### config.mk
export PLATFORM = sky130hd
export DESIGN_NAME = bootrom_fetch
export DESIGN_NICKNAME = d
export VERILOG_FILES = /design/src/rtl/bootrom_pkg.sv /design/src/rtl/bootrom_skid.sv /design/src/rtl/bootrom_fetch.sv
export SDC_FILE = /design/constraint.sdc
export NUM_CORES = 1
export LEC_CHECK = 0
export BUFFER_PORTS_ARGS = -buffer_cell sky130_fd_sc_hd__buf_2
export CAP_MARGIN = 25
export CORE_MARGIN = 2
export CORE_UTILIZATION = 50
export DETAILED_ROUTE_END_ITERATION = 16
export PLACE_DENSITY_LB_ADDON = 0.1
export SLEW_MARGIN = 20
export SYNTH_ARGS = -nofsm -noshare
export SYNTH_HDL_FRONTEND = slang
export SYNTH_SLANG_ARGS = --single-unit
### constraint.sdc
create_clock -name clk -period 2.5 [get_ports clk]
set_input_delay 0 -clock clk [delete_from_list [all_inputs] [get_ports clk]]
set_output_delay 0 -clock clk [all_outputs]
set_load 0.01 [all_outputs]
### src/rtl/bootrom_pkg.sv
// Shared types and constants for the boot ROM fetch unit.
//   fetch_state_e : FSM states of the fetch controller
//   beat_t        : one response beat as held in the response buffer
//   beat_addr()   : byte address of burst beat idx (wrapped or line-aligned)
package bootrom_pkg;

    localparam int unsigned ROM_BYTES           = 1024;
    localparam int unsigned DEFAULT_BURST_BEATS = 4;
    localparam int unsigned ADDR_W              = 32;
    localparam int unsigned DATA_W              = 32;
    localparam int unsigned IDX_W               = 2;

    typedef enum logic [1:0] {
        IDLE  = 2'd0,
        ISSUE = 2'd1,
        DRAIN = 2'd2,
        ERR   = 2'd3
    } fetch_state_e;

    typedef struct packed {
        logic              err;
        logic              last;
        logic [DATA_W-1:0] data;
    } beat_t;

    // Beat idx of a line fill: wrap=1 starts at the requested word and wraps
    // inside the 16-byte line, wrap=0 walks the line from word 0.
    function automatic logic [ADDR_W-1:0] beat_addr(input logic [ADDR_W-1:0] a,
                                                    input logic [IDX_W-1:0]  idx,
                                                    input logic              wrap);
        logic [IDX_W-1:0] w;
        w = wrap ? IDX_W'(a[3:2] + idx) : idx;
        return {a[ADDR_W-1:4], w, 2'b00};
    endfunction

endpackage

### src/rtl/bootrom_skid.sv
// Two-entry response buffer. The head entry is a register that drives the
// response outputs directly, so a stalled beat never changes.
//   clk, rst     : clock, synchronous active-high reset
//   push_i       : write push_beat_i this cycle
//   push_beat_i  : beat to store
//   pop_i        : consumer takes the head beat this cycle
//   head_o       : oldest beat (zero when empty)
//   count_o      : number of stored beats (0..2)
//   full_o       : both entries occupied
//   empty_o      : no beat stored
module bootrom_skid
    import bootrom_pkg::*;
(
    input  logic       clk,
    input  logic       rst,
    input  logic       push_i,
    input  beat_t      push_beat_i,
    input  logic       pop_i,
    output beat_t      head_o,
    output logic [1:0] count_o,
    output logic       full_o,
    output logic       empty_o
);

    beat_t head_q;
    beat_t tail_q;
    logic  head_vld_q;
    logic  tail_vld_q;
    logic  pop_ok;

    assign pop_ok = pop_i & head_vld_q;

    // Tail is only ever valid behind a valid head.
    always_ff @(posedge clk) begin
        if (rst) begin
            head_q     <= '0;
            tail_q     <= '0;
            head_vld_q <= 1'b0;
            tail_vld_q <= 1'b0;
        end else begin
            case ({push_i, pop_ok})
                2'b10: begin
                    if (!head_vld_q) begin
                        head_q     <= push_beat_i;
                        head_vld_q <= 1'b1;
                    end else begin
                        tail_q     <= push_beat_i;
                        tail_vld_q <= 1'b1;
                    end
                end
                2'b01: begin
                    head_q     <= tail_vld_q ? tail_q : '0;
                    head_vld_q <= tail_vld_q;
                    tail_vld_q <= 1'b0;
                end
                2'b11: begin
                    if (tail_vld_q) begin
                        head_q <= tail_q;
                        tail_q <= push_beat_i;
                    end else begin
                        head_q <= push_beat_i;
                    end
                end
                default: begin
                end
            endcase
        end
    end

    assign head_o  = head_q;
    assign count_o = {head_vld_q & tail_vld_q, head_vld_q ^ tail_vld_q};
    assign full_o  = tail_vld_q;
    assign empty_o = ~head_vld_q;

endmodule

### src/rtl/bootrom_fetch.sv
// Boot ROM fetch unit: turns CPU single-word and line-fill read requests into
// ROM accesses and streams the data back as response beats. Writes and
// addresses outside the 1 KiB window get a single error beat.
// Build option: define BOOTROM_WRAP_EN for critical-word-first wrapped bursts;
// otherwise bursts walk the line in ascending order from word 0.
//   clk, rst                      : clock, synchronous active-high reset
//   req_valid/req_ready           : request handshake (ready only when idle)
//   req_addr, req_burst, req_write: byte address, line-fill select, write flag
//   rsp_valid/rsp_ready           : response beat handshake
//   rsp_data, rsp_last, rsp_err   : beat payload
//   rom_addr, rom_q               : ROM address out, data back one cycle later
module bootrom_fetch
    import bootrom_pkg::*;
#(
    parameter logic [31:0] BASE_ADDR   = 32'hFFFF_FC00,
    parameter int unsigned BURST_BEATS = DEFAULT_BURST_BEATS
) (
    input  logic        clk,
    input  logic        rst,
    input  logic        req_valid,
    output logic        req_ready,
    input  logic [31:0] req_addr,
    input  logic        req_burst,
    input  logic        req_write,
    output logic        rsp_valid,
    input  logic        rsp_ready,
    output logic [31:0] rsp_data,
    output logic        rsp_last,
    output logic        rsp_err,
    output logic [31:0] rom_addr,
    input  logic [31:0] rom_q
);

`ifdef BOOTROM_WRAP_EN
    localparam logic WRAP_EN = 1'b1;
`else
    localparam logic WRAP_EN = 1'b0;
`endif

    localparam int unsigned     WIN_W          = ADDR_W + 1;
    localparam logic [IDX_W-1:0] LAST_BURST_IDX = IDX_W'(BURST_BEATS - 1);
    localparam logic [WIN_W-1:0] WIN_LO         = {1'b0, BASE_ADDR};
    localparam logic [WIN_W-1:0] WIN_HI         = WIN_LO + WIN_W'(ROM_BYTES - 1);

    fetch_state_e      state_q;
    logic              req_ready_q;
    logic [ADDR_W-1:0] rom_addr_q;
    logic [ADDR_W-1:0] req_addr_q;
    logic [IDX_W-1:0]  beat_idx_q;
    logic [IDX_W-1:0]  last_idx_q;
    logic              inflight_q;
    logic              inflight_last_q;

    logic [IDX_W-1:0]  next_idx_d;
    logic [IDX_W-1:0]  first_last_idx_c;
    logic [ADDR_W-1:0] aligned_c;
    logic [ADDR_W-1:0] line_c;
    logic [ADDR_W-1:0] lo_c;
    logic [ADDR_W-1:0] hi_c;
    logic              in_win_c;
    logic              hs_c;
    logic              bad_c;
    logic              pop_c;
    logic [2:0]        occ_c;
    logic              can_issue_c;
    logic              push_c;
    beat_t             push_beat_c;

    beat_t             skid_head;
    logic [1:0]        skid_count;
    logic              skid_full;
    logic              skid_empty;

    // Request decode, window check and buffer occupancy.
    always_comb begin
        aligned_c = req_addr & ~ADDR_W'(3);
        line_c    = req_addr & ~ADDR_W'(15);
        // A burst may touch any word of its line, so the whole line must fit.
        lo_c      = req_burst ? line_c : aligned_c;
        hi_c      = req_burst ? (line_c | ADDR_W'(12)) : aligned_c;
        in_win_c  = ({1'b0, lo_c} >= WIN_LO) && ({1'b0, hi_c} <= WIN_HI);
        hs_c      = req_valid & req_ready_q;
        bad_c     = req_write | ~in_win_c;
        first_last_idx_c = req_burst ? LAST_BURST_IDX : '0;
        next_idx_d = IDX_W'(beat_idx_q + 1'b1);

        pop_c = rsp_valid & rsp_ready;
        // Space must exist for the new beat once everything in flight lands.
        occ_c       = 3'(skid_count) + 3'(inflight_q) - 3'(pop_c);
        can_issue_c = occ_c < 3'd2;

        push_beat_c = '0;
        if (inflight_q) begin
            push_beat_c.last = inflight_last_q;
            push_beat_c.data = rom_q;
        end else begin
            push_beat_c.err  = 1'b1;
            push_beat_c.last = 1'b1;
        end
        push_c = (inflight_q | (hs_c & bad_c)) & (~skid_full | pop_c);
    end

    // Fetch controller; the first ROM address goes out on the accept edge.
    always_ff @(posedge clk) begin
        if (rst) begin
            state_q         <= IDLE;
            req_ready_q     <= 1'b0;
            rom_addr_q      <= '0;
            req_addr_q      <= '0;
            beat_idx_q      <= '0;
            last_idx_q      <= '0;
            inflight_q      <= 1'b0;
            inflight_last_q <= 1'b0;
        end else begin
            inflight_q      <= 1'b0;
            inflight_last_q <= 1'b0;
            case (state_q)
                IDLE: begin
                    if (hs_c) begin
                        req_ready_q <= 1'b0;
                        if (bad_c) begin
                            state_q <= ERR;
                        end else begin
                            state_q         <= ISSUE;
                            req_addr_q      <= aligned_c;
                            beat_idx_q      <= '0;
                            last_idx_q      <= first_last_idx_c;
                            rom_addr_q      <= req_burst ? beat_addr(aligned_c, '0, WRAP_EN)
                                                         : aligned_c;
                            inflight_q      <= 1'b1;
                            inflight_last_q <= (first_last_idx_c == '0);
                        end
                    end else begin
                        req_ready_q <= 1'b1;
                    end
                end
                ISSUE: begin
                    if (beat_idx_q == last_idx_q) begin
                        state_q <= DRAIN;
                    end else if (can_issue_c) begin
                        rom_addr_q      <= beat_addr(req_addr_q, next_idx_d, WRAP_EN);
                        beat_idx_q      <= next_idx_d;
                        inflight_q      <= 1'b1;
                        inflight_last_q <= (next_idx_d == last_idx_q);
                    end
                end
                DRAIN, ERR: begin
                    if (pop_c && rsp_last) begin
                        state_q     <= IDLE;
                        req_ready_q <= 1'b1;
                    end
                end
                default: begin
                    state_q <= IDLE;
                end
            endcase
        end
    end

    bootrom_skid u_skid (
        .clk         (clk),
        .rst         (rst),
        .push_i      (push_c),
        .push_beat_i (push_beat_c),
        .pop_i       (pop_c),
        .head_o      (skid_head),
        .count_o     (skid_count),
        .full_o      (skid_full),
        .empty_o     (skid_empty)
    );

    assign req_ready = req_ready_q;
    assign rom_addr  = rom_addr_q;
    assign rsp_valid = ~skid_empty;
    assign rsp_data  = skid_head.data;
    assign rsp_last  = skid_head.last;
    assign rsp_err   = skid_head.err;

endmodule

Word-level counts from Yosys, hierarchy flattened. Index checks and enable logic that the tools add are counted. Widths: inputs -> output; s select.

$add $sub $neg: 3. Magnitude comparators: 2. Equality and inequality tests: 17. Mux-type cells: 43. Bitwise logic cells: 13. Reductions and logical operators: 16.

Operators with widths (number): $mux 34 (5); $mux 32 (5); $pmux 34 s3 (1); $pmux 34 s2 (1); $pmux 32 s2 (1); $ge 32x32->1 const B (1); $mux 2 (9); $ne 2x2->1 const B (7); $mux 1 (13); $pmux 1 s2 (5); $reduce_and 3->1 (3); $eq 2x2->1 const B (4); $reduce_bool 2->1 (4); $and 1x1->1 (6); $pmux 2 s3 (1); $reduce_and 2->1 (3); $reduce_and 5->1 (1); $eq 2x1->1 const B (2); $eq 2x2->1 (2); $logic_not 2->1 (2); $mux 4 (1); $ne 2x1->1 const B (2); $pmux 2 s2 (1); $add 2x1->3 (1); 9 further kinds (13).

Register bits: 141. Bits of input ports: 70. Output and inout bits: 68.

Depth between registers and ports, before layout. Gate-level depths: netlist (run 1).

Depth in word-level cells: 10. Mapped depth: 13. Gate-level depth less buffers: 9.

Modules after synthesis. Synthesis (run 1) repeated with hierarchy kept, for this count alone.

Cells, all modules: 672. Area total of the unflattened synthesis: 6236.0 µm².

By module, submodules not included: bootrom_fetch (instances 1, cells an instance 340, area each 3244.4 µm², sequential area each 1321.3 µm²); bootrom_skid (instances 1, cells an instance 332, area each 2991.6 µm², sequential area each 1401.3 µm²).

Least setup slack after synthesis (run 1). OpenSTA, ideal clock, no wires.

Path kind: register to register. From: reg u_skid.head_vld_q. To: reg rom_addr_q[2], in the netlist rom_addr[2]. Library setup time: 122 ps. Arrival: 2752 ps. Required time: 2378 ps. Slack: -374 ps. Stages on the path, launching flop included: 13. Path buffers: 3. Path through: dfxtp_1 -> nand2_1 -> inv_1 -> clkbuf_1 -> ha_1 -> nor2b_1 -> ha_1 -> a21oi_1 -> nand4_1 -> o21a_1 -> clkbuf_1 -> buf_2 -> a221o_1.

Cells in the longest elaborated chain, start to end: 6.

RTL lines: start, declared (line bootrom_skid.sv:27) `logic head_vld_q;`; start signal, assigned (line bootrom_skid.sv:53) `head_vld_q <= tail_vld_q;`; $xor 1x1->1 or $and 1x1->1 (tied branches) (line bootrom_skid.sv:71) `assign count_o = {head_vld_q & tail_vld_q, head_vld_q ^ tail_vld_q};`; $add 2x1->3 (line bootrom_fetch.sv:89) `occ_c = 3'(skid_count) + 3'(inflight_q) - 3'(pop_c);`; $sub 3x1->3 (*) (line bootrom_fetch.sv:89); $lt 3x2->1 (*) (line bootrom_fetch.sv:90) `can_issue_c = occ_c < 3'd2;`; $ne 2x2->1 (no line) (*); $reduce_and 5->1 (no line) (*); end signal, assigned (line bootrom_fetch.sv:128) `rom_addr_q <= req_burst ? beat_addr(aligned_c, '0, WRAP_EN)`; end signal, assigned (line bootrom_fetch.sv:141) `rom_addr_q <= beat_addr(req_addr_q, next_idx_d, WRAP_EN);`; end, declared (line bootrom_fetch.sv:47) `logic [ADDR_W-1:0] rom_addr_q;`.

Every way passes the cells marked *; elsewhere a longest branch is shown, timed or not. A chain may end at the register's enable or synchronous reset.

Worst setup path in the final report (run 1).
From: in req_addr[23]. To: reg u_skid.head_q (netlist bit u_skid.head_o[27]).

Cells in the longest elaborated chain, start to end: 9.

RTL lines: start, declared (line bootrom_fetch.sv:22) `input logic [31:0] req_addr,`; $ge 32x32->1 (*) (line bootrom_fetch.sv:81) `in_win_c = ({1'b0, lo_c} >= WIN_LO) && ({1'b0, hi_c} <= WIN_HI);`; $not 1->1 (*) (line bootrom_fetch.sv:83) `bad_c = req_write | ~in_win_c;`; $or 1x1->1 (*) (line bootrom_fetch.sv:83); $and 1x1->1 (*) (line bootrom_fetch.sv:100) `push_c = (inflight_q | (hs_c & bad_c)) & (~skid_full | pop_c);`; $or 1x1->1 (*) (line bootrom_fetch.sv:100); $and 1x1->1 (*) (line bootrom_fetch.sv:100); $eq 2x2->1 or $eq 2x1->1 (tied branches) (line bootrom_skid.sv:41) `case ({push_i, pop_ok})`; $ne 2x2->1 (no line) or $reduce_bool 3->1 (tied branches); $reduce_and 2->1 (no line); end signal, assigned (line bootrom_skid.sv:44) `head_q <= push_beat_i;`; end signal, assigned (line bootrom_skid.sv:52) `head_q <= tail_vld_q ? tail_q : '0;`; end signal, assigned (line bootrom_skid.sv:58) `head_q <= tail_q;`; end, declared (line bootrom_skid.sv:25) `beat_t head_q;`.

Marked as above.

==> reports/metrics.cfg, run 1 <==
[floorplanning]
core-area_mm2=0.0127
start_util_pct=51.7
die-area_mm2=0.0141
io_pins=138
fp.dieW_um=119
placementRows=41
die_h_um=119

[global_route]
grt_pass1_vias=5747
gr-total-overflow=0
grtUsageTotal_pct=23.9
grt_pass1_wl_um=27400
grt_start_max_net_pins=66
antenna_found_initial=1

[detailed_routing]
drc=0
first_pass_iters=7
ant_nets=0
wl_per_cell_um=14.5
drt-vias-per-instance=5.22
vias=5930
wirelength_um=16500
drtIter0Drc=450

[clocking]
clk_latency_ps=430
cts_max_level=4
ctsRootBufferMaster=clkbuf_16
cts.reportedPaths.clkPinSlew_ps=60
ctsLongestPathBuffers=2
cts_sinks=136
cts_tree=done
cts_buffers=17
cts_setup_buffers=0

[yosys]
netlist_top_cells_count=nand2_1, dfxtp_1, a21oi_1
netlist_area_mm2=0.00658
dominantRegCellSynth=dfxtp_1
ys_types=48
synth_top_cell_by_area=dfxtp_1
ys_top_cells_by_area=dfxtp_1, nand2_1, a21oi_1
yosysSeqAreaShare_pct=41.4
synth-seq-cells=136
syn_area_per_cell_um2=8.47
yosysMostFrequentCell=nand2_1
async_flop_share_pct=0
synthCells=777
yosys_warnings=0
synth_top_area_share_pct=41.4
synth_edf_count=0

[sta]
rsz0062_at_grt=no
finalCritPeriodShare_pct=94.2
fmax_mhz=424
setup_viol=0
slew_headroom_pct=44.4
timing.hold.ws_ps=17.1
maxSlewViolCount=0
setup_tns_ps=0
hold_viol_final=0
min_period_ps=2360
fin_skew_ps=9.56
worst_pin_slew_ps=831

[placed_design]
gp_congestion=0.810
place_hpwl_um=10100
numPortBuffers=133

[power]
swShare_pct=24.5
internal_power_w=0.00390
ir_drop_mv=0.484
power.density_mw_per_mm2=597
p_switching_w=0.00127
leakagePower_nw=3.77
power_frac_clock_pct=45.8
seq_power_share_pct=42.8
total_power_w=0.00517
combPwrFrac_pct=11.5

[layout]
fill_cells=1058
fin_nets=1026
final_util_pct=68.1
drive_above_1_share_pct=26.9
area_growth_pct=31.6

[worst_setup_path]
r2r-start=u_skid.head_vld_q
start_kind=input pin
worstPathArrival_ps=2670
worstPathRequired_ps=2820
end_kind=register
cp_max_fo=32
crit_start=req_addr[23]
crit_type=in2reg
r2r_cells=10

[hold_path]
hold_start=req_addr[12]
hold_path.class=in2reg
whs_path_depth=4

[flow_run]
cap_violations=0

[status]
status=finished clean

-- power by group through the flow --
| stage | Sequential (W) | Combinational (W) | Clock (W) |
|---|---|---|---|
| 4_1_cts | 0.00221 | 0.000588 | 0.00242 |
| 6_report | 0.00221 | 0.000592 | 0.00237 |
| 3_5_place_dp | 0.00226 | 0.000516 | 0 |
| 2_1_floorplan | 0.00226 | 0.000344 | 0 |
| 5_1_grt | 0.00221 | 0.000648 | 0.00249 |
| 3_3_place_gp | 0.00226 | 0.000508 | 0 |
-- final timing paths --
kind                            end  slack (ps)
setup / recovery  u_skid.head_o[27]         140
hold / removal         rom_addr[12]          20
setup reg to reg       rom_addr[23]         190
hold reg to reg      req_addr_q[21]         450
-- layout make-up --
cell class	instances	area (µm²)	area share (%)
sequential	136	2730	31.5
inverter	29	109	1.26
timing repair buffer	222	1560	18.0
antenna	1	2.50	0.0289
multi-input combinational	544	3480	40.2
tap	172	215	2.49
clock inverter	6	37.5	0.434
clock buffer	26	529	6.11
-- critical path, cell delays in order --
cell           delay (ps)
dlygate4sd3_1         520
buf_2                 110
nand3_1               170
nor4_4                360
a21oi_1               150
o21a_1                210
ha_1                  240
o2111a_1              300
buf_12                180
nand2_1                80
a21oi_1                80
mux2_4                280
-- registers in the layout (all words and copies together) (netlist names) --
signal / cells
u_skid.head_o: 34
u_skid.tail_q: 34
rom_addr: 30
req_addr_q: 28
beat_idx_q: 2
state_q: 2
inflight_last_q: 1
inflight_q: 1
last_idx_q: 1
req_ready: 1
u_skid.full_o: 1
u_skid.head_vld_q: 1
-- kinds of logic after synthesis --
group / count (synthesis) / share of synthesized area [%]
adders and majority gates: 6 / 1.14
and+or+nand+nor: 279 / 19.8
muxes: 83 / 15.3
buffers and inverters: 98 / 6.22
AOI/OAI and AO/OA: 171 / 15.7
DFF: 136 / 41.4
other: 1 / 0.0570
xor gates and xnor gates: 3 / 0.399
-- per-layer routing --
metal / up-vias / wire length (µm) / share of wire [%] / global-route usage (%)
li1: 2982 / - / - / -
met1: 2754 / 7300 / 44 / 29.1
met2: 161 / 8080 / 49 / 40.3
met4: 2 / 323 / 2.0 / 9.82
met5: - / 13 / 0.079 / 0
met3: 31 / 759 / 4.6 / 5.65
-- cells in the final DEF, fill, tap and decap left out, types with 4 or more instances in the layout --
cell type,count
a211oi_1,6
a21o_1,31
a21oi_1,105
and2_1,4
buf_12,4
buf_2,132
buf_4,18
clkbuf_16,17
clkbuf_8,7
dfxtp_1,134
dlygate4sd3_1,66
ha_1,6
inv_1,28
mux2_2,32
mux2_4,27
mux2i_1,24
nand2_1,160
nand3_1,33
nand4_1,13
nor2_1,7
nor2b_1,41
nor3_1,4
o21ai_0,9
-- stage by stage --
stage                     std cells  setup slack, ps  instance area (µm²)
after floorplan                 778            -72.6                 6590
after detailed placement       1037             61.0                 7400
after global routing           1135             15.1                 8660
after CTS                      1135             32.5                 8630
after global placement         1037              141                 7400
final                          1136              144                 8660
-- what timing repair did --
action                     4_1_cts  5_1_grt
hold buffers                    66        0
setup endpoints to repair        0       87
resized for setup                0        7
hold endpoints to repair        66        0
No activity file was read; power rests on OpenSTA's default activity.
==> run 2: changes to the inputs <==
--- a/config.mk
+++ b/config.mk
@@ -8,7 +8,7 @@
 export BUFFER_PORTS_ARGS = -buffer_cell sky130_fd_sc_hd__buf_2
 export CAP_MARGIN = 25
 export CORE_MARGIN = 2
-export CORE_UTILIZATION = 50
+export CORE_UTILIZATION = 59
 export DETAILED_ROUTE_END_ITERATION = 16
 export PLACE_DENSITY_LB_ADDON = 0.1
 export SLEW_MARGIN = 20
==> constraint.sdc (replaced) <==
create_clock -name clk -period 3 [get_ports clk]
set_input_delay 0.15 -clock clk [delete_from_list [all_inputs] [get_ports clk]]
set_output_delay 0.15 -clock clk [all_outputs]
set_load 0.01 [all_outputs]
==> run 2 against run 1 <==
Global-route usage is 3.5 points higher. Largest power group unchanged. Core utilization up 8.0 points. Register-to-register slack improved by 50 ps. First-iteration DRC count decreased by 26%. Combinational power down 23%. Routed wire length fell by 1.0%. Die area down 15%.
==> reports/metrics.cfg, run 2 (synthesis gave the netlist of run 1 again) <==
[status]
status=finished clean

[worst_setup_path]
start_kind=register
cp_max_fo=40
r2r-end=u_skid.tail_q[20]
cp_num_buf_inv=4
path_cells=nand2_1 > inv_1 > buf_4 > ha_1 > nand2b_1 > buf_4 > o211ai_1 > buf_4 > nand2_1 > a21oi_1
r2r-start=u_skid.head_vld_q
rrSetupSlack_ps=240
r2r_cells=10
path_common_cell=buf_4
cp_top_family=buffers and inverters
worstPathArrival_ps=3210
critPathSlowestCell=dfxtp_1
worstPathRequired_ps=3450
max_stage_delay_ps=490
crit_type=reg2reg
end_kind=register

[sta]
min_period_ps=2760
slew_headroom_pct=46.4
fin_skew_ps=6.54
setup_slack_ps=241
finalCritPeriodShare_pct=92.0
setup_viol=0
worst_pin_slew_ps=802
timing.hold.ws_ps=38.0
hold_viol_final=0
fmax_mhz=362
rsz0062_at_grt=no
maxSlewViolCount=0
setup_tns_ps=0

[floorplanning]
die_h_um=110
die-area_mm2=0.0120
start_util_pct=60.7
core-area_mm2=0.0108
io_pins=138
fp.dieW_um=110
placementRows=38

[clocking]
clk_latency_ps=520
cts_tree=done
cts.reportedPaths.clkPinSlew_ps=60
ctsLongestPathBuffers=2
cts_setup_buffers=0
ctsRootBufferMaster=clkbuf_8
cts_sinks=136
cts_max_level=4
cts_buffers=17

[detailed_routing]
wirelength_um=16300
drtIter0Drc=331
maxUsedRoutingLayer=met4
wl_per_cell_um=15.2
met1_length_um=7060
first_pass_iters=5
vias=5924
dr_wl_met2_um=7990
drc=0
drt-vias-per-instance=5.54
wl_met3_um=898
ant_nets=0

[global_route]
gr-total-overflow=0
antenna_found_initial=0
grt_pass1_wl_um=26000
grt_start_max_net_pins=64
grt_pass1_vias=5537
grtUsageTotal_pct=27.4

[power]
ir_drop_mv=0.336
internal_power_w=0.00329
power_frac_clock_pct=46.8
leakagePower_nw=3.59
p_switching_w=0.00103
swShare_pct=23.8
combPwrFrac_pct=10.6
seq_power_share_pct=42.6
power.density_mw_per_mm2=524

[layout]
fill_cells=772
final_cell_mix=nand2_1, dfxtp_1, buf_2, a21oi_1, nor2b_1
drive_above_1_share_pct=26.8
insertedDiodeCount=0
area_growth_pct=25.3
final_common_cell=nand2_1
instances_no_fill=1070
fin_nets=994

[placed_design]
gp_congestion=0.793
place_ws_ps=259
place_hpwl_um=9940
dpl.cell_count=1000
numPortBuffers=133

[flow_run]
cap_violations=0

[hold_path]
hold_path.class=in2reg
hold_end=rom_addr[19]
whs_path_depth=4
hold_start=req_addr[19]

==> run 2: worst min-delay path: stages <==
cell and delay [ps]:
buf_2 90, mux2_2 140, nand2_1 40, mux2i_1 100
==> run 2: worst max-delay path by stage <==
stage | start | slack, ps | endpoint | cells after the start
after floorplan | u_skid.head_vld_q | 130 | rom_addr[2] | 12
after global placement | u_skid.head_vld_q | 320 | rom_addr[31] | 10
after detailed placement | u_skid.head_vld_q | 260 | rom_addr[29] | 10
after CTS | u_skid.head_vld_q | 230 | rom_addr[23] | 10
after global routing | u_skid.head_vld_q | 20 | u_skid.tail_q[20] | 10
final | u_skid.head_vld_q | 240 | u_skid.tail_q[20] | 10
==> run 2: layout make-up <==
| class | instances | area (µm²) | share of cell area, % |
|---|---|---|---|
| multi-input cells | 544 | 3460 | 42.0 |
| clock buffers | 21 | 439 | 5.33 |
| repair buffers | 190 | 1210 | 14.6 |
| flip-flops and latches | 136 | 2720 | 33.0 |
| inverters | 29 | 109 | 1.32 |
| well taps | 140 | 175 | 2.12 |
| clock inverters | 10 | 128 | 1.55 |
==> run 2: metrics by stage <==
stage               total power (W)  util, %  area, µm²
global placement            0.00229     67.2       7280
floorplan                   0.00216        -       6580
global route                0.00445     76.1       8250
CTS                         0.00434     76.0       8240
finish                      0.00432     76.1       8250
detailed placement          0.00229     67.2       7280
==> run 2: power groups by stage <==
| stage | clock [W] | sequential [W] | combinational, W |
|---|---|---|---|
| finish | 0.00202 | 0.00184 | 0.000458 |
| global route | 0.00211 | 0.00184 | 0.000496 |
| CTS | 0.00204 | 0.00184 | 0.000457 |
| detailed placement | 0 | 0.00188 | 0.000415 |
| global placement | 0 | 0.00188 | 0.000407 |
| floorplan | 0 | 0.00188 | 0.000284 |
==> run 2: repair_timing <==
action | in CTS | in global routing
hold buffers | 39 | 0
endpoints found under the hold margin | 40 | 0
resized for setup | 0 | 1
endpoints found under the setup margin | 0 | 1
==> run 2: metal layers <==
metal	track usage, %	vias to the layer above
met3	5.57	27
met1	34.3	2789
met5	0	-
met4	10.8	0
li1	-	2913
met2	46.4	195
